[config.mk]
export PLATFORM = sky130hd
export DESIGN_NAME = matrix_mac_param_flat
export DESIGN_NICKNAME = d
export VERILOG_FILES = /design/src/rtl/matrix_mac_param_pkg.sv /design/src/rtl/matrix_mac_param_if.sv /design/src/rtl/mx_operand_buf.sv /design/src/rtl/matrix_mac_param.sv /design/src/flat_wrapper.sv
export SDC_FILE = /design/constraint.sdc
export NUM_CORES = 1
export LEC_CHECK = 0
export CAP_MARGIN = 20
export CORE_AREA = 2 2 150 152
export DETAILED_ROUTE_END_ITERATION = 10
export DIE_AREA = 0 0 152 154
export GPL_TIMING_DRIVEN = 0
export PLACE_DENSITY = 0.7
export SYNTH_ARGS = -nofsm -noshare
export SYNTH_HDL_FRONTEND = slang
export SYNTH_HIERARCHICAL = 1
export SYNTH_SLANG_ARGS = --single-unit
export TNS_END_PERCENT = 10
[constraint.sdc]
create_clock -name clk -period 6.94 [get_ports clk]
set_input_delay 0.694 -clock clk [delete_from_list [all_inputs] [get_ports clk]]
set_output_delay 0.694 -clock clk [all_outputs]
set_load 0.01 [all_outputs]
[src/rtl/matrix_mac_param_pkg.sv]
// Shared definitions for the N x N matrix multiply-accumulate block:
// register map, STATUS bit positions and controller states.
package matrix_pkg;

  localparam logic [7:0] ADDR_A_PUSH   = 8'h00;
  localparam logic [7:0] ADDR_B_PUSH   = 8'h01;
  localparam logic [7:0] ADDR_INT_EN   = 8'h02;
  localparam logic [7:0] ADDR_OPSTART  = 8'h03;
  localparam logic [7:0] ADDR_CLEAR    = 8'h04;
  localparam logic [7:0] ADDR_STATUS   = 8'h05;
  localparam logic [7:0] ADDR_RES_IDX  = 8'h06;
  localparam logic [7:0] ADDR_RES_DATA = 8'h07;

  localparam int STAT_DONE   = 0;
  localparam int STAT_BUSY   = 1;
  localparam int STAT_A_FULL = 2;
  localparam int STAT_B_FULL = 3;
  localparam int STAT_ERR    = 4;

  typedef enum logic [1:0] {
    ST_IDLE = 2'd0,
    ST_CALC = 2'd1,
    ST_DONE = 2'd2
  } state_e;

  // Accumulator width wide enough for N products of two DW-bit operands.
  function automatic int accw(input int n, input int dw);
    return 2 * dw + $clog2(n);
  endfunction

endpackage

[src/rtl/matrix_mac_param_if.sv]
// Register bus between the arbiter-side master and the matrix MAC slave.
interface matrix_mac_param_if;
  logic        s_sel;
  logic        s_wr;
  logic [7:0]  s_addr;
  logic [31:0] s_din;
  logic [31:0] s_dout;

  modport master (output s_sel, output s_wr, output s_addr, output s_din, input s_dout);
  modport slave  (input s_sel, input s_wr, input s_addr, input s_din, output s_dout);
endinterface

[src/rtl/mx_operand_buf.sv]
// Row-major N*N operand store: push-only write pointer, full flag and one
// random-access read port used by the MAC datapath.
module mx_operand_buf #(
  parameter int N  = 2,
  parameter int DW = 8,
  localparam int NN = N * N,
  localparam int IW = $clog2(NN),
  localparam int PW = $clog2(NN + 1)
) (
  input  logic          clk,
  input  logic          reset_n,
  input  logic          clr_i,
  input  logic          push_i,
  input  logic [DW-1:0] din_i,
  input  logic [IW-1:0] raddr_i,
  output logic [DW-1:0] rdata_o,
  output logic          full_o
);

  logic [NN-1:0][DW-1:0] mem_q;
  logic [PW-1:0]         wptr_q;

  assign full_o  = (wptr_q == PW'(NN));
  assign rdata_o = mem_q[raddr_i];

  always_ff @(posedge clk or negedge reset_n) begin
    if (!reset_n)                wptr_q <= '0;
    else if (clr_i)              wptr_q <= '0;
    else if (push_i && !full_o)  wptr_q <= wptr_q + 1'b1;
  end

  // Storage needs no reset: it is only read once the pointer reports full.
  always_ff @(posedge clk) begin
    if (push_i && !full_o) mem_q[wptr_q[IW-1:0]] <= din_i;
  end

endmodule

[src/rtl/matrix_mac_param.sv]
// Bus-programmed N x N unsigned matrix multiply: one MAC per cycle in
// i/j/k order, results held in C until the next run or reset.
module matrix_mac_param
  import matrix_pkg::*;
#(
  parameter int N  = 2,
  parameter int DW = 8
) (
  input  logic               clk,
  input  logic               reset_n,
  matrix_mac_param_if.slave  bus,
  output logic               m_interrupt,
  output logic               op_done
);

  localparam int NN   = N * N;
  localparam int ACCW = accw(N, DW);
  localparam int IW   = $clog2(NN);
  localparam int CW   = $clog2(N);

  if (ACCW > 32) begin : g_accw_chk
    $error("matrix_mac_param: accumulator width exceeds 32 bits");
  end
  if (N < 2 || N > 8) begin : g_n_chk
    $error("matrix_mac_param: N must be in 2..8");
  end

  state_e                  state_q;
  logic [CW-1:0]           i_q, j_q, k_q;
  logic [ACCW-1:0]         acc_q;
  logic [NN-1:0][ACCW-1:0] c_q;
  logic                    done_q, err_q, op_done_q, int_en_q;
  logic [7:0]              res_idx_q;
  logic [31:0]             dout_q;

  logic          wr, rd, a_req, b_req, start, clr, busy, push_err;
  logic          a_full, b_full;
  logic [DW-1:0] a_rd, b_rd;
  logic [IW-1:0] a_ra, b_ra, c_wa;
  logic [2*DW-1:0] prod;
  logic [31:0]   status, rdata;
  logic          unused_din;

  assign wr    = bus.s_sel & bus.s_wr;
  assign rd    = bus.s_sel & ~bus.s_wr;
  assign a_req = wr && (bus.s_addr == ADDR_A_PUSH);
  assign b_req = wr && (bus.s_addr == ADDR_B_PUSH);
  assign start = wr && (bus.s_addr == ADDR_OPSTART) && bus.s_din[0];
  assign clr   = wr && (bus.s_addr == ADDR_CLEAR) && bus.s_din[0];
  assign busy  = (state_q == ST_CALC);
  assign push_err = (a_req && (busy || a_full)) || (b_req && (busy || b_full));
  assign unused_din = ^bus.s_din;

  mx_operand_buf #(.N(N), .DW(DW)) u_abuf (
    .clk(clk), .reset_n(reset_n), .clr_i(clr), .push_i(a_req && !busy),
    .din_i(bus.s_din[DW-1:0]), .raddr_i(a_ra), .rdata_o(a_rd), .full_o(a_full));

  mx_operand_buf #(.N(N), .DW(DW)) u_bbuf (
    .clk(clk), .reset_n(reset_n), .clr_i(clr), .push_i(b_req && !busy),
    .din_i(bus.s_din[DW-1:0]), .raddr_i(b_ra), .rdata_o(b_rd), .full_o(b_full));

  assign a_ra = IW'(i_q * N + k_q);
  assign b_ra = IW'(k_q * N + j_q);
  assign c_wa = IW'(i_q * N + j_q);
  assign prod = {{DW{1'b0}}, a_rd} * {{DW{1'b0}}, b_rd};

  always_comb begin
    status = '0;
    status[STAT_DONE]   = done_q;
    status[STAT_BUSY]   = busy;
    status[STAT_A_FULL] = a_full;
    status[STAT_B_FULL] = b_full;
    status[STAT_ERR]    = err_q;
  end

  always_comb begin
    rdata = '0;
    case (bus.s_addr)
      ADDR_INT_EN:   rdata = {31'b0, int_en_q};
      ADDR_STATUS:   rdata = status;
      ADDR_RES_IDX:  rdata = {24'b0, res_idx_q};
      ADDR_RES_DATA: if (res_idx_q < 8'(NN)) rdata = 32'(c_q[res_idx_q[IW-1:0]]);
      default:       rdata = '0;
    endcase
  end

  always_ff @(posedge clk or negedge reset_n) begin
    if (!reset_n) begin
      state_q   <= ST_IDLE;
      i_q       <= '0;
      j_q       <= '0;
      k_q       <= '0;
      acc_q     <= '0;
      c_q       <= '0;
      done_q    <= 1'b0;
      err_q     <= 1'b0;
      op_done_q <= 1'b0;
      int_en_q  <= 1'b0;
      res_idx_q <= '0;
      dout_q    <= '0;
    end else begin
      op_done_q <= 1'b0;
      if (wr && bus.s_addr == ADDR_INT_EN)  int_en_q  <= bus.s_din[0];
      if (wr && bus.s_addr == ADDR_RES_IDX) res_idx_q <= bus.s_din[7:0];
      if (rd) dout_q <= rdata;
      // CLEAR wins over everything, including a run in progress.
      if (clr) begin
        state_q <= ST_IDLE;
        i_q     <= '0;
        j_q     <= '0;
        k_q     <= '0;
        acc_q   <= '0;
        done_q  <= 1'b0;
        err_q   <= 1'b0;
      end else begin
        if (push_err) err_q <= 1'b1;
        case (state_q)
          ST_IDLE: if (start) begin
            if (a_full && b_full) state_q <= ST_CALC;
            else                  err_q   <= 1'b1;
          end
          ST_CALC: begin
            if (k_q == CW'(N - 1)) begin
              c_q[c_wa] <= acc_q + ACCW'(prod);
              acc_q     <= '0;
              k_q       <= '0;
              if (j_q == CW'(N - 1)) begin
                j_q <= '0;
                if (i_q == CW'(N - 1)) begin
                  i_q       <= '0;
                  state_q   <= ST_DONE;
                  done_q    <= 1'b1;
                  op_done_q <= 1'b1;
                end else begin
                  i_q <= i_q + 1'b1;
                end
              end else begin
                j_q <= j_q + 1'b1;
              end
            end else begin
              acc_q <= acc_q + ACCW'(prod);
              k_q   <= k_q + 1'b1;
            end
          end
          default: ;
        endcase
      end
    end
  end

  assign bus.s_dout  = dout_q;
  assign op_done     = op_done_q;
  assign m_interrupt = done_q & int_en_q;

endmodule

[src/flat_wrapper.sv]
// flat-port wrapper written by rule: the top's interface ports become plain ports
module matrix_mac_param_flat import matrix_pkg::*;
#(
  parameter int N  = 2,
  parameter int DW = 8
)
  (clk, reset_n, m_interrupt, op_done, bus_s_sel, bus_s_wr, bus_s_addr, bus_s_din, bus_s_dout);
  matrix_mac_param_if bus_i ();
  input  logic clk;
  input  logic reset_n;
  output logic m_interrupt;
  output logic op_done;
  input wire logic [$bits(bus_i.s_sel)-1:0] bus_s_sel;
  input wire logic [$bits(bus_i.s_wr)-1:0] bus_s_wr;
  input wire logic [$bits(bus_i.s_addr)-1:0] bus_s_addr;
  input wire logic [$bits(bus_i.s_din)-1:0] bus_s_din;
  output wire logic [$bits(bus_i.s_dout)-1:0] bus_s_dout;
  assign bus_i.s_sel = bus_s_sel;
  assign bus_i.s_wr = bus_s_wr;
  assign bus_i.s_addr = bus_s_addr;
  assign bus_i.s_din = bus_s_din;
  assign bus_s_dout = bus_i.s_dout;
  matrix_mac_param #(.N(N), .DW(DW)) u_core (.clk(clk), .reset_n(reset_n), .bus(bus_i), .m_interrupt(m_interrupt), .op_done(op_done));
endmodule
==> results of run 1 <==
[flip-flops by register name (all words and copies together) (netlist names), 2 cells and up]
register,flops
u_core/c_q,68
u_core/u_abuf/wptr_q,3
u_core/res_idx_q,8
u_core/u_abuf/mem_q,32
u_core/u_bbuf/wptr_q,3
u_core/acc_q,17
u_core/state_q,2
u_core/bus.s_dout,17
u_core/u_bbuf/mem_q,32
[cells by family after synthesis]
logic type | Yosys count | synth area share [%]
buf+inv | 150 | 6.13
other cells | 1 | 0.0350
xor+xnor | 13 | 1.06
flops | 189 | 47.1
compound gates | 142 | 8.42
fa+ha+maj | 96 | 14.7
simple gates | 299 | 13.2
mux | 57 | 9.38
[per-layer routing]
metal / GRT usage [%] / share of wire [%] / vias to the layer above
li1: - / - / 3330
met1: 27.9 / 45 / 3617
met2: 34.8 / 50 / 164
met3: 3.47 / 4.0 / 22
met4: 5.03 / 1.1 / 0
met5: 0 / 0 / -
[critical path, cell delays in order (launching register included)]
cell and delay, ns:
dfrtp_1 0.43, buf_6 0.19, mux4_2 0.64, and2_1 0.23, fa_1 0.52, fa_1 0.52, fa_1 0.55, inv_1 0.07
fa_1 0.53, inv_1 0.04, ha_1 0.39, and3_1 0.22, a221oi_2 0.48, nor3_2 0.14, a211oi_4 0.47, nor3_2 0.10
or3b_1 0.38
[cell type report]
cell class              instances  area (sq um)  share of cell area [%]
inverters                     102           383                    3.16
clock inverters                14           155                    1.28
multi-input cells             622          5070                    41.8
plain buffers                  48           275                    2.27
clock buffers                  18           429                    3.54
well taps                     280           350                    2.89
repair buffers                 39           409                    3.37
flip-flops and latches        189          5050                    41.7
[path summary, 6_finish.rpt]
check                                from                       to  cells after the start  slack, ns
max                            u_core/k_q           u_core/c_q[15]                     16       0.93
min                               reset_n  u_core/u_bbuf/wptr_q[2]                      1       0.15
max reg2reg                    u_core/k_q           u_core/c_q[15]                     16       0.93
min reg2reg                u_core/c_q[63]           u_core/c_q[63]                      2       0.48
max in group asynchronous         reset_n           u_core/c_q[59]                      2       6.00
min in group clk           u_core/c_q[63]           u_core/c_q[63]                      2       0.48
[metrics by stage]
step,power [mW],hold WS (ns),setup WS (ns),cells
detailed placement,1.59,0.460,0.947,1280
CTS,2.54,0.161,0.895,1312
global route,2.64,0.172,0.640,1312
global placement,1.59,0.456,0.214,1279
finish,2.52,0.148,0.927,1312
floorplan,1.46,0.398,1.58,961
[power by group through the flow]
stage / Combinational, mW / Sequential [mW] / Clock (mW)
global route: 0.458 / 1.16 / 1.02
detailed placement: 0.411 / 1.18 / 0
finish: 0.407 / 1.16 / 0.953
CTS: 0.413 / 1.16 / 0.973
global placement: 0.404 / 1.18 / 0
floorplan: 0.277 / 1.18 / 0
[cells in the final DEF (no fill, tap or decap), types with 4 or more instances in the layout]
master             n
o21ai_0           71
mux4_2            33
clkdlybuf4s50_1   37
nor3_1             8
xnor2_1            7
clkbuf_16         17
fa_1              50
a22o_1            16
nor2b_1            6
nand2b_1          12
a21oi_1           17
conb_1            15
xor2_1             6
mux2_2            17
o21ai_1            4
edfxtp_1          64
a21o_1             7
clkbuf_1          13
nor2_1            32
nand2_1          168
dfrtp_1          125
buf_2             14
mux2i_1            6
clkinv_8           4
ha_1              46
buf_4             16
nand3_1            4
and2_1            40
inv_1            100
==> flow_summary.ini, run 1 <==
[run_status]
status = finished, final reports clean

[clock_tree]
cts_root_buffer = clkbuf_16
clk_pin_slew_worst_paths_ns = 0.07
clock_latency_ns = 0.44
clock_sinks = 189
cts_resized = 0
cts_tree = yes
post_cts_buffers = 0
ctsHoldBuffers = 0
clk_path_buf_depth = 2
cts_max_level = 4
cts_buffers = 17

[detailed_routing]
routed_wl_mm = 23.2
drtPass1Iterations = 5
final_antenna_net_count = 0
drcViolationCount = 0
num_vias = 7133
drt_iter0_drc = 478
via_per_inst = 5.44
wl_per_cell_microns = 17.7

[logic_synthesis]
synth_edf_count = 64
yosys.area.top_type_share_pct = 29.2
ys.flop_type = dfrtp_1
yosysTopAreaCell = dfrtp_1
yosysMostFrequentCell = nand2_1
synth-seq-area-share_pct = 47.1
async_flop_share_pct = 66.1
synth-seq-cells = 189
ys_warn_count = 6
synth.distinct_cells = 67
synth_area_sq_um = 10700
syn_area_per_cell_sq_um = 11.3
ys_top_cells_by_area = dfrtp_1 29%, edfxtp_1 18%, fa_1 9.3%, mux4_2 6.9%, nand2_1 5.9%
netlist_top_cells_count = 168 x nand2_1, 125 x dfrtp_1, 100 x inv_1, 71 x o21ai_0, 64 x edfxtp_1
syn_inst = 947

[power_and_ir_drop]
p_int_mw = 1.78
cellLeakagePower_nw = 5.43
switchingPower_mw = 0.738
clkPwrFrac_pct = 37.8
power_density_nw_per_um2 = 208
combinationalPowerShare_pct = 16.2
seq_power_share_pct = 46.0
vdd_drop_max_mv = 0.191
swShare_pct = 29.3

[sta]
fin_worst_skew_ns = 0.0171
fin_crit_ns = 6.01
worst_slew_pin_slew_ns = 0.870
fin_crit_sh_pct = 86.6
slew-limit-headroom_pct = 41.7
grt_setup_unrepaired = false
finalHoldViolCount = 0
setup_violations = 0
setup_tns_ns = 0
slew_violations = 0
fmax_mhz = 166

[cells_and_area]
drive_gt1_share_pct = 13.0
fin_util_pct = 55.9
syn_to_final_growth_pct = 13.0
fillers = 1827
final_area_sq_um = 12100
diodes = 0
nets = 1159

[floorplanning]
fp-row-count = 54
start_util_pct = 49.5
fp.dieW_microns = 152
ios = 78
die_h_microns = 154
die-area_sq_um = 23400
core_area_sq_um = 21700

[setup_path]
worstPathArrival_ns = 6.32
critPathCaptureType = flip-flop
crit_path_max_fanout = 8
critPathLaunchType = flip-flop
crit_type = reg -> reg
cp_data_required_time_ns = 7.25

[placed_design]
dpl.hpwl_mm = 16.9
routabilityCongestion = 0.811
place_area_sq_um = 11500
numPortBuffers = 38

[worst_hold_path]
min_path_type = in -> async

[global_route]
antenna_found_initial = 0
grt_pass1_wl_mm = 37.7
grt_remaining_overflow = 0
grt_max_degree = 89
grt_usage_pct = 20.5
first_global_vias = 7187

[job]
drv_cap = 0
(Power assumes the default switching activity.)
==> run 2, diff against run 1 <==
--- a/config.mk
+++ b/config.mk
@@ -11,6 +11,7 @@
 export DIE_AREA = 0 0 152 154
 export GPL_TIMING_DRIVEN = 0
 export PLACE_DENSITY = 0.7
+export REMOVE_ABC_BUFFERS = 1
 export SYNTH_ARGS = -nofsm -noshare
 export SYNTH_HDL_FRONTEND = slang
 export SYNTH_HIERARCHICAL = 1
==> flow_summary.ini, run 2 (synthesized netlist as in run 1, its figures left out) <==
[floorplanning]
die_h_microns = 154
fp.dieW_microns = 152
ios = 78
fp-row-count = 54
start_util_pct = 49.5
core_area_sq_um = 21700
die-area_sq_um = 23400

[placed_design]
dpl.hpwl_mm = 15.7
place_area_sq_um = 11300
post-place-cells = 1237
routabilityCongestion = 0.826
numPortBuffers = 38

[setup_path]
crit_slowest_cell = dfrtp_1
cp_data_required_time_ns = 7.25
max_stage_delay_ns = 0.64
path_cells = buf_16 -> mux4_2 -> and2_1 -> fa_1 -> fa_1 -> fa_1 -> inv_1 -> fa_1 -> inv_1 -> ha_1 -> and3_1 -> a221oi_2 -> nor3_2 -> a211oi_4 -> nor3_1 -> or3_1
r2r-start = u_core/k_q
path_buf_inv = 3
critPathLaunchType = flip-flop
crit_type = reg -> reg
worstPathArrival_ns = 6.52
cp_common_cell = fa_1
startpoint = u_core/k_q
critPathCaptureType = flip-flop
crit_path_max_fanout = 14
path_delay_family = adder cells

[sta]
worst_slew_pin_slew_ns = 0.995
slew-limit-headroom_pct = 33.3
fmax_mhz = 161
slew_violations = 0
grt_setup_unrepaired = false
fin_crit_ns = 6.21
fin_worst_skew_ns = 0.0112
finalHoldViolCount = 0
fin_crit_sh_pct = 89.5
setup_violations = 0
setup_tns_ns = 0

[worst_hold_path]
min_path_type = in -> async

[cells_and_area]
final_area_sq_um = 12000
nets = 1119
syn_to_final_growth_pct = 11.6
diodes = 0
fin_util_pct = 55.2
final_cells = 1272
drive_gt1_share_pct = 11.1
multi_input_area_sq_um = 5080
layout_commonest_cell = nand2_1
regMostFlops = u_core/c_q
largest_register_ffs = 68
fillers = 1791
seq_area_sq_um = 5050
mostFrequentLayoutCells = 168 x nand2_1, 125 x dfrtp_1, 100 x inv_1

[power_and_ir_drop]
power_density_nw_per_um2 = 209
combinationalPowerShare_pct = 15.7
vdd_drop_max_mv = 0.158
switchingPower_mw = 0.725
p_int_mw = 1.78
swShare_pct = 29.0
seq_power_share_pct = 46.5
clkPwrFrac_pct = 37.8
cellLeakagePower_nw = 5.32

[clock_tree]
cts_resized = 0
clock_latency_ns = 0.43
clk_pin_slew_worst_paths_ns = 0.08
cts_max_level = 4
cts_tree = yes
ctsHoldBuffers = 0
clock_sinks = 189
cts_buffers = 17
post_cts_buffers = 0
clk_path_buf_depth = 2
cts_root_buffer = clkbuf_16

[job]
drv_cap = 0

[global_route]
grt_usage_pct = 19.6
grt_max_degree = 98
antenna_found_initial = 0
grt_remaining_overflow = 0
first_global_vias = 7062
grt_pass1_wl_mm = 36.5

[detailed_routing]
drt_iter0_drc = 408
routed_wl_mm = 21.9
final_antenna_net_count = 0
wl_per_cell_microns = 17.2
via_per_inst = 5.39
drtPass1Iterations = 5
num_vias = 6857
drcViolationCount = 0

[run_status]
status = finished, final reports clean
==> run 2: layout make-up <==
| class | instances | share of cell area, % |
|---|---|---|
| Sequential cell | 189 | 42.2 |
| Tap cell | 280 | 2.93 |
| Timing Repair Buffer | 47 | 4.47 |
| Clock inverter | 14 | 1.20 |
| Inverter | 102 | 3.20 |
| Multi-Input combinational cell | 622 | 42.4 |
| Clock buffer | 18 | 3.58 |
==> run 2: per-stage QoR <==
stage / setup WS [ns] / hold WS, ns / total power [mW]
3_5_place_dp: 0.407 / 0.460 / 1.58
2_1_floorplan: 1.16 / 0.398 / 1.45
4_1_cts: 0.381 / 0.118 / 2.53
3_3_place_gp: 0.211 / 0.453 / 1.57
6_report: 0.727 / 0.119 / 2.50
5_1_grt: 0.485 / 0.130 / 2.61
==> run 2: metal layers <==
layer	part of all wire, %	vias up	track usage [%]
met4	1.3	0	5.03
li1	-	3249	-
met2	51	123	34.3
met5	0	-	0
met1	45	3467	25.8
met3	2.7	18	2.79
==> run 2: worst register-to-register path, delay by kind of cell, from the launching register on <==
kind	cells	cell delay (ns)
muxes	1	0.65
AOI/OAI and AO/OA	2	0.90
adders and majority gates	5	2.51
DFF	1	0.64
and+or+nand+nor	5	1.07
buffers and inverters	3	0.33
==> run 2: path summary, 6_finish.rpt <==
kind                       cells after the start              end  slack, ns
setup reg to reg                              16   u_core/c_q[49]       0.73
max in group asynchronous                      2  u_core/int_en_q       6.05
min in group clk                               2   u_core/c_q[57]       0.48
setup / recovery                              16   u_core/c_q[49]       0.73
hold / removal                                 1   u_core/c_q[29]       0.12
hold reg to reg                                2   u_core/c_q[57]       0.48
==> run 2: power groups by stage <==
stage / sequential, mW / clock [mW] / combinational, mW
final: 1.16 / 0.945 / 0.394
after floorplan: 1.18 / 0 / 0.264
after CTS: 1.16 / 0.970 / 0.396
after detailed placement: 1.19 / 0 / 0.393
after global routing: 1.16 / 1.01 / 0.442
after global placement: 1.19 / 0 / 0.384
==> run 3, diff against run 2 <==
--- a/config.mk
+++ b/config.mk
@@ -9,8 +9,9 @@
 export CORE_AREA = 2 2 150 152
 export DETAILED_ROUTE_END_ITERATION = 10
 export DIE_AREA = 0 0 152 154
+export DONT_BUFFER_PORTS = 1
 export GPL_TIMING_DRIVEN = 0
-export PLACE_DENSITY = 0.7
+export PLACE_DENSITY = 0.65
 export REMOVE_ABC_BUFFERS = 1
 export SYNTH_ARGS = -nofsm -noshare
 export SYNTH_HDL_FRONTEND = slang
==> flow_summary.ini, run 3 (synthesized netlist as in run 1, its figures left out) <==
[run_status]
status = finished, final reports clean

[placed_design]
place_ws_ns = 0.346
numPortBuffers = 0
dpl.hpwl_mm = 15.6
post-place-cells = 1198
place_area_sq_um = 11000
routabilityCongestion = 0.794

[clock_tree]
cts_resized = 0
cts_root_buffer = clkbuf_16
cts_tree = yes
clk_path_buf_depth = 2
cts_buffers = 17
clock_latency_ns = 0.44
cts_max_level = 4
clk_pin_slew_worst_paths_ns = 0.08
clock_sinks = 189

[global_route]
antenna_found_initial = 0
grt_remaining_overflow = 0
grt_pass1_wl_mm = 36.6
first_global_vias = 6891
grt_usage_pct = 19.8
grt_max_degree = 126

[sta]
grt_setup_unrepaired = false
slew-limit-headroom_pct = 28.3
setup_violations = 0
setup_tns_ns = 0
fin_worst_skew_ns = 0.0131
fin_crit_ns = 6.37
fin_crit_sh_pct = 91.8
finalHoldViolCount = 0
fmax_mhz = 157
worst_slew_pin_slew_ns = 1.07
slew_violations = 0
setup_slack_ns = 0.572

[floorplanning]
die_h_microns = 154
fp.dieW_microns = 152
die-area_sq_um = 23400
fp-row-count = 54
ios = 78
core_area_sq_um = 21700
start_util_pct = 49.5

[detailed_routing]
wl_per_cell_microns = 17.8
drt_iter0_drc = 442
wl_met3_microns = 623
drcViolationCount = 0
num_vias = 6638
top_layer_used = met4
via_per_inst = 5.39
routed_wl_mm = 21.9
drtPass1Iterations = 4
wl_met1_mm = 10.1
wl_met2_mm = 10.9
final_antenna_net_count = 0

[setup_path]
reg2regPathDepth = 16
r2r_slack_ns = 0.57
r2r_end = u_core/c_q[15]
crit_slowest_cell = dfrtp_1
r2r-start = u_core/k_q
critPathCaptureType = flip-flop
crit_type = reg -> reg
path_cells = buf_8 -> mux4_2 -> and2_1 -> fa_1 -> fa_1 -> fa_1 -> inv_1 -> fa_1 -> inv_1 -> ha_1 -> and3_1 -> a221oi_2 -> nor3_2 -> a211oi_4 -> nor3_2 -> or3b_1
startpoint = u_core/k_q
max_stage_delay_ns = 0.75
crit_path_max_fanout = 13
worstPathArrival_ns = 6.68
cp_common_cell = fa_1
critPathLaunchType = flip-flop
cp_data_required_time_ns = 7.25
cp-endpoint = u_core/c_q[15]

[power_and_ir_drop]
power_density_nw_per_um2 = 215
cellLeakagePower_nw = 5.18
vdd_drop_max_mv = 0.176

[cells_and_area]
diodes = 0
syn_to_final_growth_pct = 7.95
final_cells = 1232
mostFrequentLayoutCells = 168 x nand2_1, 125 x dfrtp_1, 101 x inv_1
regMostFlops = u_core/c_q
largest_register_ffs = 68
nets = 1080
layout_commonest_cell = nand2_1
drive_gt1_share_pct = 11.2
final_area_sq_um = 11600

[worst_hold_path]
min_path_type = in -> async

[job]
drv_cap = 0
run 3: changes by cell type in the layout (fill, tap and decap cells not counted), sizes merged:
cell | previous run | this run
buf | 10 | 7
inv | 111 | 108
clkdlybuf4s50 | 37 | 0
clkinvlp | 0 | 1
clkinv | 5 | 6
clkbuf | 18 | 19
run 3: worst max-delay path: cells and delay by family (launching register included):
kind	cells	cell delay, ns
adders and majority gates	5	2.51
AOI/OAI and AO/OA	2	0.91
buffers and inverters	3	0.36
and+or+nand+nor	5	1.06
DFF	1	0.75
muxes	1	0.64
run 3: layout make-up:
class,count,area (sq um)
Tap cell,280,350
Multi-Input combinational cell,622,5080
Sequential cell,189,5050
Inverter,102,383
Clock inverter,13,123
Timing Repair Buffer,8,145
Clock buffer,18,450
Fill cell,1848,10100
run 3: how the worst min path moves through the flow:
stage                       start                 endpoint  slack, ns
after floorplan           reset_n          u_core/acc_q[0]       0.40
after global placement    reset_n  u_core/u_bbuf/wptr_q[1]       0.40
after detailed placement  reset_n  u_core/u_bbuf/wptr_q[1]       0.40
after CTS                 reset_n  u_core/u_bbuf/wptr_q[2]       0.23
after global routing      reset_n  u_core/u_bbuf/wptr_q[2]       0.21
final                     reset_n  u_core/u_bbuf/wptr_q[2]       0.16
run 3: power by group:
group	internal (mW)	switching [mW]	total, mW
combinational	0.128	0.243	0.371
clock	0.493	0.459	0.952
sequential	1.16	0.00722	1.16
run 3: per-stage QoR:
stage / power (mW) / util, % / hold slack, ns
floorplan: 1.45 / - / 0.398
finish: 2.49 / 53.4 / 0.160
detailed placement: 1.54 / 50.5 / 0.401
global placement: 1.54 / 50.1 / 0.402
global route: 2.60 / 53.4 / 0.206
CTS: 2.51 / 53.3 / 0.232
run 3: repair_timing:
action | CTS | global route
hold buffers | 1 | 0
buffers inserted | 0 | 0
endpoints found under the hold margin | 125 | 0
run 3: metal layers:
layer | vias up | GRT usage (%)
li1 | 3165 | -
met1 | 3366 | 26.4
met2 | 86 | 33.2
met3 | 21 | 3.78
met4 | 0 | 6.01
met5 | - | 0
